===== src/rtl/lsm_pv_accum.sv =====
// lsm_pv_accum -- Monte-Carlo batch reduction for the LSM pricing pipeline.
//
// Takes one discounted present value per path (signed Q16.16) over a
// valid/ready handshake. It sums a batch of 2^NPATHS_LOG2 paths and presents
// the batch mean. The mean is floored (arithmetic shift of the sum).
//
// Optional feature macro: LSM_PV_VAR_EN
//   When defined, the block also computes m2, the saturated mean of PV^2.
//   This adds a two-stage square/accumulate path and a one-cycle DRAIN state
//   before the result is presented. When undefined, m2 is tied to zero.
//
// Ports
//   clk        rising-edge clock
//   rst        synchronous, active-high reset
//   valid_in   PV valid from the decision stage
//   ready_out  block can accept a PV this cycle (registered, state-only)
//   PV         signed Q16.16 present value of one path
//   valid_out  batch result valid (registered)
//   ready_in   downstream accepts the result
//   mean       signed Q16.16 batch mean
//   m2         unsigned Q16.16 batch mean of PV^2 (saturated), or 0
//   path_cnt   paths accepted so far in the current batch
module lsm_pv_accum #(
    parameter int WIDTH       = 32,
    parameter int QINT        = 16,
    parameter int QFRAC       = 16,
    parameter int NPATHS_LOG2 = 10
) (
    input  logic                   clk,
    input  logic                   rst,
    input  logic                   valid_in,
    output logic                   ready_out,
    input  logic [WIDTH-1:0]       PV,
    output logic                   valid_out,
    input  logic                   ready_in,
    output logic [WIDTH-1:0]       mean,
    output logic [WIDTH-1:0]       m2,
    output logic [NPATHS_LOG2-1:0] path_cnt
);

    localparam int ACC_W = WIDTH + NPATHS_LOG2;
    localparam logic [NPATHS_LOG2-1:0] LAST_PATH = {NPATHS_LOG2{1'b1}};
    localparam logic [NPATHS_LOG2-1:0] CNT_ONE   = NPATHS_LOG2'(1'b1);

    // The Q format must exactly fill the data word.
    if (QINT + QFRAC != WIDTH) begin : g_qfmt_bad
        $error("lsm_pv_accum: QINT + QFRAC must equal WIDTH");
    end

`ifdef LSM_PV_VAR_EN
    typedef enum logic [1:0] {ST_ACCUM = 2'd0, ST_DRAIN = 2'd1, ST_DONE = 2'd2} state_t;
`else
    typedef enum logic [1:0] {ST_ACCUM = 2'd0, ST_DONE = 2'd2} state_t;
`endif

    state_t                   state_r;
    state_t                   state_nxt_s;
    logic signed [ACC_W-1:0]  sum_r;
    logic signed [ACC_W-1:0]  sum_nxt_s;
    logic signed [ACC_W-1:0]  pv_ext_s;
    logic [NPATHS_LOG2-1:0]   cnt_r;
    logic [NPATHS_LOG2-1:0]   cnt_nxt_s;
    logic                     accept_s;
    logic                     done_hs_s;
    logic                     done_entry_s;
    logic                     ready_out_r;
    logic                     valid_out_r;
    logic [WIDTH-1:0]         mean_r;

    assign pv_ext_s     = {{NPATHS_LOG2{PV[WIDTH-1]}}, PV};
    assign done_hs_s    = (state_r == ST_DONE) && ready_in;
    // Result registers load only on the cycle the FSM enters DONE, so they
    // stay frozen for as long as the downstream stalls.
    assign done_entry_s = (state_nxt_s == ST_DONE) && (state_r != ST_DONE);

    assign ready_out = ready_out_r;
    assign valid_out = valid_out_r;
    assign mean      = mean_r;
    assign path_cnt  = cnt_r;

    // Next-state, accept qualification and accumulator/counter update
    always_comb begin
        state_nxt_s = state_r;
        sum_nxt_s   = sum_r;
        cnt_nxt_s   = cnt_r;
        accept_s    = 1'b0;
        case (state_r)
            ST_ACCUM: begin
                if (valid_in && ready_out_r) begin
                    accept_s  = 1'b1;
                    sum_nxt_s = sum_r + pv_ext_s;
                    cnt_nxt_s = cnt_r + CNT_ONE;
                    if (cnt_r == LAST_PATH) begin
`ifdef LSM_PV_VAR_EN
                        state_nxt_s = ST_DRAIN;
`else
                        state_nxt_s = ST_DONE;
`endif
                    end else begin
                        state_nxt_s = ST_ACCUM;
                    end
                end else begin
                    state_nxt_s = ST_ACCUM;
                end
            end
`ifdef LSM_PV_VAR_EN
            ST_DRAIN: begin
                state_nxt_s = ST_DONE;
            end
`endif
            ST_DONE: begin
                if (ready_in) begin
                    sum_nxt_s   = '0;
                    cnt_nxt_s   = '0;
                    state_nxt_s = ST_ACCUM;
                end else begin
                    state_nxt_s = ST_DONE;
                end
            end
            default: begin
                state_nxt_s = ST_ACCUM;
            end
        endcase
    end

    // State, accumulator, path counter and registered handshake/mean outputs
    always_ff @(posedge clk) begin
        if (rst) begin
            state_r     <= ST_ACCUM;
            sum_r       <= '0;
            cnt_r       <= '0;
            ready_out_r <= 1'b1;
            valid_out_r <= 1'b0;
            mean_r      <= '0;
        end else begin
            state_r     <= state_nxt_s;
            sum_r       <= sum_nxt_s;
            cnt_r       <= cnt_nxt_s;
            ready_out_r <= (state_nxt_s == ST_ACCUM);
            valid_out_r <= (state_nxt_s == ST_DONE);
            // The top WIDTH bits of the sum are sum >>> NPATHS_LOG2; the mean
            // of WIDTH-bit values always fits WIDTH bits.
            if (done_entry_s) begin
                mean_r <= sum_nxt_s[ACC_W-1:NPATHS_LOG2];
            end
        end
    end

`ifdef LSM_PV_VAR_EN
    localparam int SQ_W  = 2 * WIDTH - QFRAC;
    localparam int SQS_W = SQ_W + NPATHS_LOG2;

    logic signed [2*WIDTH-1:0] pv_wide_s;
    logic signed [2*WIDTH-1:0] prod_s;
    logic [SQ_W-1:0]           sq_s;
    logic [SQ_W-1:0]           sq_r;
    logic                      sq_vld_r;
    logic [SQS_W-1:0]          sumsq_r;
    logic [SQS_W-1:0]          sumsq_nxt_s;
    logic [WIDTH-1:0]          m2_r;

    // Clamp the mean square to the largest positive WIDTH-bit value.
    function automatic logic [WIDTH-1:0] sat_m2(input logic [SQ_W-1:0] val);
        logic [WIDTH-1:0] res;
        if (|val[SQ_W-1:WIDTH-1]) begin
            res = {1'b0, {(WIDTH-1){1'b1}}};
        end else begin
            res = val[WIDTH-1:0];
        end
        return res;
    endfunction

    // A square is never negative, so a plain right shift equals >>> here.
    assign pv_wide_s = {{WIDTH{PV[WIDTH-1]}}, PV};
    assign prod_s    = pv_wide_s * pv_wide_s;
    assign sq_s      = SQ_W'(prod_s >> QFRAC);
    assign m2        = m2_r;

    // Second-moment accumulator: add the square registered last cycle
    always_comb begin
        sumsq_nxt_s = sumsq_r;
        if (done_hs_s) begin
            sumsq_nxt_s = '0;
        end else if (sq_vld_r) begin
            sumsq_nxt_s = sumsq_r + SQS_W'(sq_r);
        end else begin
            sumsq_nxt_s = sumsq_r;
        end
    end

    // Square pipeline registers and the registered m2 result
    always_ff @(posedge clk) begin
        if (rst) begin
            sq_r     <= '0;
            sq_vld_r <= 1'b0;
            sumsq_r  <= '0;
            m2_r     <= '0;
        end else begin
            sq_vld_r <= accept_s;
            if (accept_s) begin
                sq_r <= sq_s;
            end
            sumsq_r <= sumsq_nxt_s;
            if (done_entry_s) begin
                m2_r <= sat_m2(sumsq_nxt_s[SQS_W-1:NPATHS_LOG2]);
            end
        end
    end
`else
    assign m2 = '0;
`endif

endmodule


===== config.mk =====
export PLATFORM = sky130hd
export DESIGN_NAME = lsm_pv_accum
export DESIGN_NICKNAME = d
export VERILOG_FILES = /design/src/rtl/lsm_pv_accum.sv
export SDC_FILE = /design/constraint.sdc
export NUM_CORES = 1
export LEC_CHECK = 0
export ABC_AREA = 1
export CAP_MARGIN = 20
export CELL_PAD_IN_SITES_DETAIL_PLACEMENT = 1
export CELL_PAD_IN_SITES_GLOBAL_PLACEMENT = 1
export CORE_ASPECT_RATIO = 1.1
export CORE_MARGIN = 3
export CORE_UTILIZATION = 28
export DETAILED_ROUTE_END_ITERATION = 12
export GPL_ROUTABILITY_DRIVEN = 1
export GPL_TIMING_DRIVEN = 0
export PLACE_DENSITY = 0.64
export SETUP_SLACK_MARGIN = 0.3
export SLEW_MARGIN = 20
export SYNTH_ARGS = -nofsm -noshare
export SYNTH_HDL_FRONTEND = slang
export SYNTH_SLANG_ARGS = --single-unit

===== constraint.sdc =====
create_clock -name clk -period 2.1 [get_ports clk]
set_input_delay 0.315 -clock clk [delete_from_list [all_inputs] [get_ports clk]]
set_output_delay 0.315 -clock clk [all_outputs]
set_load 0.1 [all_outputs]

# --- Word level (Yosys, flattened, before mapping) ---
# Index checks and enable logic that the tools add are counted.
classes:
  add_sub_neg: 2
  n_eq_ne: 6
  n_reduce_logical: 6
  mux: 10
op_table:
  columns: ["cell", "n"]
  rows:
  - ["$mux 42", 2]
  - ["$pmux 42 s2", 1]
  - ["$add 42x32->42", 1]
  - ["$mux 10", 2]
  - ["$pmux 10 s2", 1]
  - ["$add 10x1->10 const B", 1]
  - ["$eq 10x10->1 const B", 1]
  - ["$mux 2", 3]
  - ["$ne 2x2->1 const B", 3]
  - ["$eq 2x2->1 const B", 2]
  - ["$logic_not 2->1", 2]
  - ["$pmux 2 s2", 1]
  - ["$reduce_and 3->1", 1]
  - ["$logic_and 1x1->1", 2]
  - ["$reduce_bool 2->1", 1]
totals:
  ff_bits: 88
  elab_cells: 31
  out_inout_bits: 76

# --- Depth between registers and ports, before layout ---
depth:
  depth_word: 6
  depth_mapped: 18

# --- Least setup slack after synthesis ---
# No wires, ideal clock.
synth_path:
  path_type: "reg2reg"
  start: "reg cnt_r[0] (netlist: path_cnt[0])"
  end: "reg mean_r[0] (netlist: mean[0])"
  t_required_ns: 1.982
  t_arrival_ns: 2.558
  stages_incl_launch_ff: 14
  slack_ns: -0.576
  n_path_buf: 1
  cell_sequence: "dfxtp_1 ha_1 nand3_2 nor2_1 nand2_1 nor2_2 nand2_1 inv_2 nand3_4 nor2_8 buf_4 nand3_1 o211ai_1 inv_1"
synth_via:
  elab_chain_len: 6
synth_lines:
  columns: ["element", "line_no", "text"]
  rows:
  - ["start: declaration", "61", "logic [NPATHS_LOG2-1:0] cnt_r;"]
  - ["start signal: assignment", "138", "cnt_r <= cnt_nxt_s;"]
  - ["$eq 10x10->1", "93", "if (cnt_r == LAST_PATH) begin"]
  - ["$mux 2", "93", null]
  - ["$mux 2", "89", "if (valid_in && ready_out_r) begin"]
  - ["$pmux 2 s2", "87", "case (state_r)"]
  - ["$eq 2x2->1", "74", "assign done_entry_s = (state_nxt_s == ST_DONE) && (state_r != ST_DONE);"]
  - ["$logic_and 1x1->1", "74", null]
  - ["end signal: assignment", "144", "mean_r <= sum_nxt_s[ACC_W-1:NPATHS_LOG2];"]
  - ["end: declaration", "68", "logic [WIDTH-1:0] mean_r;"]
# Every way passes these cells.
# A chain may end at the register's enable or synchronous reset.

# --- Worst setup path in the final report ---
layout_path:
  start: "reg sum_r[13]"
  end: "reg mean_r[12] (netlist: mean[12])"
layout_via:
  elab_chain_len: 3
layout_lines:
  columns: ["element", "line_no", "text"]
  rows:
  - ["start: declaration", "58", "logic signed [ACC_W-1:0] sum_r;"]
  - ["start signal: assignment", "137", "sum_r <= sum_nxt_s;"]
  - ["$add 42x32->42", "91", "sum_nxt_s = sum_r + pv_ext_s;"]
  - ["$mux 42", "89", null]
  - ["$pmux 42 s2", "87", null]
# Every way passes these cells. The select of a mux whose other input is x is not followed.

==> qor.yml <==
run_status:
  outcome: "complete, but fails checks"
  violations: "setup timing"
global_route:
  grt_max_degree: 15
  grt_overflow: 0
  grt_pass1_wl_mm: 46.8
  grt_pass1_vias: 8743
  antenna_found_initial: 0
  grt.total_usage_pct: 21.7
logic_synthesis:
  ys_warn_count: 0
  ys_top_cells_by_count: "nand2_1, inv_1, nor2_1"
  synth.area.top_cells: "dfxtp_1, nand2_1, inv_1"
  yosys.cell_count.top_type: "nand2_1"
  syn_area_um2: 7080
  yosysUniqueCellTypes: 38
  synth.avg_cell_area_um2: 5.71
  synth_top_cell_by_area: "dfxtp_1"
  synth_edf_count: 0
  synthArstFlopShare_pct: 0
  synth.top_cell.area_share_pct: 24.3
  synthCells: 1241
  synth_ff_type: "dfxtp_1"
  ys_ff_latch: 86
  ys_seq_area_share_pct: 24.3
sta:
  whs_ns: 0.476
  report.final.hold_viol_count: 0
  finClkSkew_ns: 0.0117
  worstMarginPinSlew_ns: 0.651
  fmax_ghz: 0.455
  setup_viol: 19
  period_needed_ns: 2.20
  setup-tns-final_ns: -0.935
  relSlewSlack_pct: 56.6
  fin_crit_sh_pct: 105
  setup_ws_ns: -0.0962
  rsz0062_at_grt: "yes"
  finalMaxSlewViolations: 0
die:
  start_util_pct: 28.7
  die_height_um: 173
  num_io_pins: 112
  core_area_um2: 24700
  die_area_um2: 27200
  rows: 60
  fp.dieW_um: 158
routing:
  drt_iter0_markers: 411
  vias: 8533
  wl_per_cell_um: 18.1
  ant_nets: 0
  finalWirelength_mm: 31.9
  remaining_drc_errors: 0
  routed_via_density: 4.83
  drtPass1Iterations: 4
place:
  dp.cells: 1661
  port-buffer-count: 79
  hpwl_mm: 22.0
  gp_congestion: 0.900
  placed_area_um2: 8450
  pre_cts_slack_ns: -0.967
clocking:
  cts.hold.buffers_added: 0
  cts_max_level: 3
  ctsRootBufferMaster: "clkbuf_16"
  cts_sinks: 86
  cts_tree: "yes"
  clk_path_buf_depth: 2
  cts_made_buffers: 9
  clk_latency_ns: 0.35
  clk_pin_slew_ns: 0.07
setup_path:
  path_cells: "ha_4 -> nand2_1 -> nand2_1 -> a21oi_2 -> buf_4 -> nand2_2 -> nand2_2 -> nand3_4 -> buf_6 -> nand2_4 -> nand3_4 -> a21boi_2 -> a21o_1 -> inv_1"
  crit_type: "reg2reg"
  crit_path_start_kind: "flip-flop"
  cp.required_ns: 2.35
  cp_max_fo: 4
  crit_buf_inv: 3
  crit_path_end_kind: "flip-flop"
  cp_top_family: "simple AND/OR/NAND/NOR gates"
  reg2reg_from: "sum_r[13]"
  r2r_cells: 14
  reg2reg_slack_ns: -0.1
  worst_ep_arrival_time_ns: 2.44
  critPathMaxStageDelay_ns: 0.37
  r2r-end: "mean[12]"
  slowest_stage: "dfxtp_4"
worst_hold_path:
  hold_depth: 1
  hold_path.class: "reg2reg"
  holdCritStartpoint: "path_cnt[0]"
  holdPathEnd: "path_cnt[0]"
cells_and_area:
  post-route-util_pct: 49.4
  n_antenna_cell: 0
  final_cells: 1768
  fin_area_um2: 12200
  drive_above_1_share_pct: 46.3
  area_growth_pct: 72.5
  nNetsFinal: 1533
  fillers: 2991
pwr:
  peakVddDrop_mv: 0.346
  p_leak_nw: 5.93
  switchingPower_mw: 2.96
  power_density_nw_per_um2: 590
  total_power_mw: 7.21
  internal_power_mw: 4.25
  power_switching_share_pct: 41.1
  pwr-share-seq_pct: 26.2
  combPwrFrac_pct: 47.1
  power_frac_clock_pct: 26.7
flow_run:
  cap_violations: 0
-- flip-flops by register name, summed over array words and instances (netlist names) --
signal	flops
path_cnt	10
valid_out	1
sum_r	42
ready_out	1
mean	32
-- worst reg2reg max path: cells and delay by family, from the launching register on --
kind                       cells  cell delay (ns)
and+or+nand+nor                7             0.59
AOI/OAI and AO/OA              3             0.50
DFF                            1             0.37
adders and majority gates      1             0.28
buffers and inverters          3             0.35
-- worst max-delay path by stage --
stage                     start  cells after the start  slack, ns        end
finish                sum_r[13]                     14       -0.1   mean[12]
floorplan           path_cnt[1]                     13       0.09   mean[12]
global placement         PV[31]                     14      -0.97   mean[28]
global route          sum_r[13]                     16      -0.21   mean[24]
detailed placement       PV[31]                     14      -0.97   mean[28]
CTS                    sum_r[0]                     16      -0.12  sum_r[36]
-- cell usage in the layout, fill, tap and decap left out, drive strengths merged, types with 7 or more instances in the layout --
master	n
dlygate4sd2	31
nand3	91
dfxtp	86
a21oi	84
conb	32
ha	42
nand4	8
o21ai	38
nand2	431
buf	133
inv	193
clkdlybuf4s15	44
nor2	162
clkbuf	30
xor2	7
-- repair_timing --
action,CTS,global route
gates cloned,0,6
gates resized for setup,600,232
endpoints found under the setup margin,123,83
setup buffers,54,32
pin swaps,121,137
-- power groups by stage --
stage / registers (mW) / logic, mW / clock network (mW)
after floorplan: 1.83 / 1.43 / 0
after global placement: 1.86 / 1.96 / 0
after detailed placement: 1.86 / 1.98 / 0
after CTS: 1.88 / 2.90 / 1.95
after global routing: 1.90 / 3.65 / 2.00
final: 1.89 / 3.40 / 1.92
-- cell families (layout without fill, tap and decap cells) --
kind of cell | Yosys count | count (layout) | synth area share, %
buf+inv | 256 | 441 | 15.8
xor+xnor | 10 | 10 | 1.24
flops | 86 | 86 | 24.3
simple gates | 704 | 705 | 40.3
fa+ha+maj | 43 | 43 | 7.70
other cells | 1 | 32 | 0.0530
compound gates | 141 | 141 | 10.6
-- per-layer routing --
layer / vias up / part of all wire, % / GRT usage (%) / routed length [µm]
met5: - / 0 / 0 / 0
met4: 0 / 2.1 / 3.83 / 660
met2: 152 / 48 / 35.4 / 15300
met1: 4127 / 47 / 31.3 / 14900
met3: 36 / 3.3 / 2.15 / 1040
li1: 4218 / - / - / -
-- layout make-up --
cell class                 count  area [µm²]  area share [%]
inverter                     195         744            6.10
tap                          310         388            3.18
clock buffer                  10         239            1.96
buffer                        61         469            3.84
clock inverter                 5         108           0.881
multi-input combinational    931        6720            55.0
timing repair buffer         170        1710            14.0
sequential                    86        1840            15.1
Note: power is estimated with default switching activity, not from simulation.
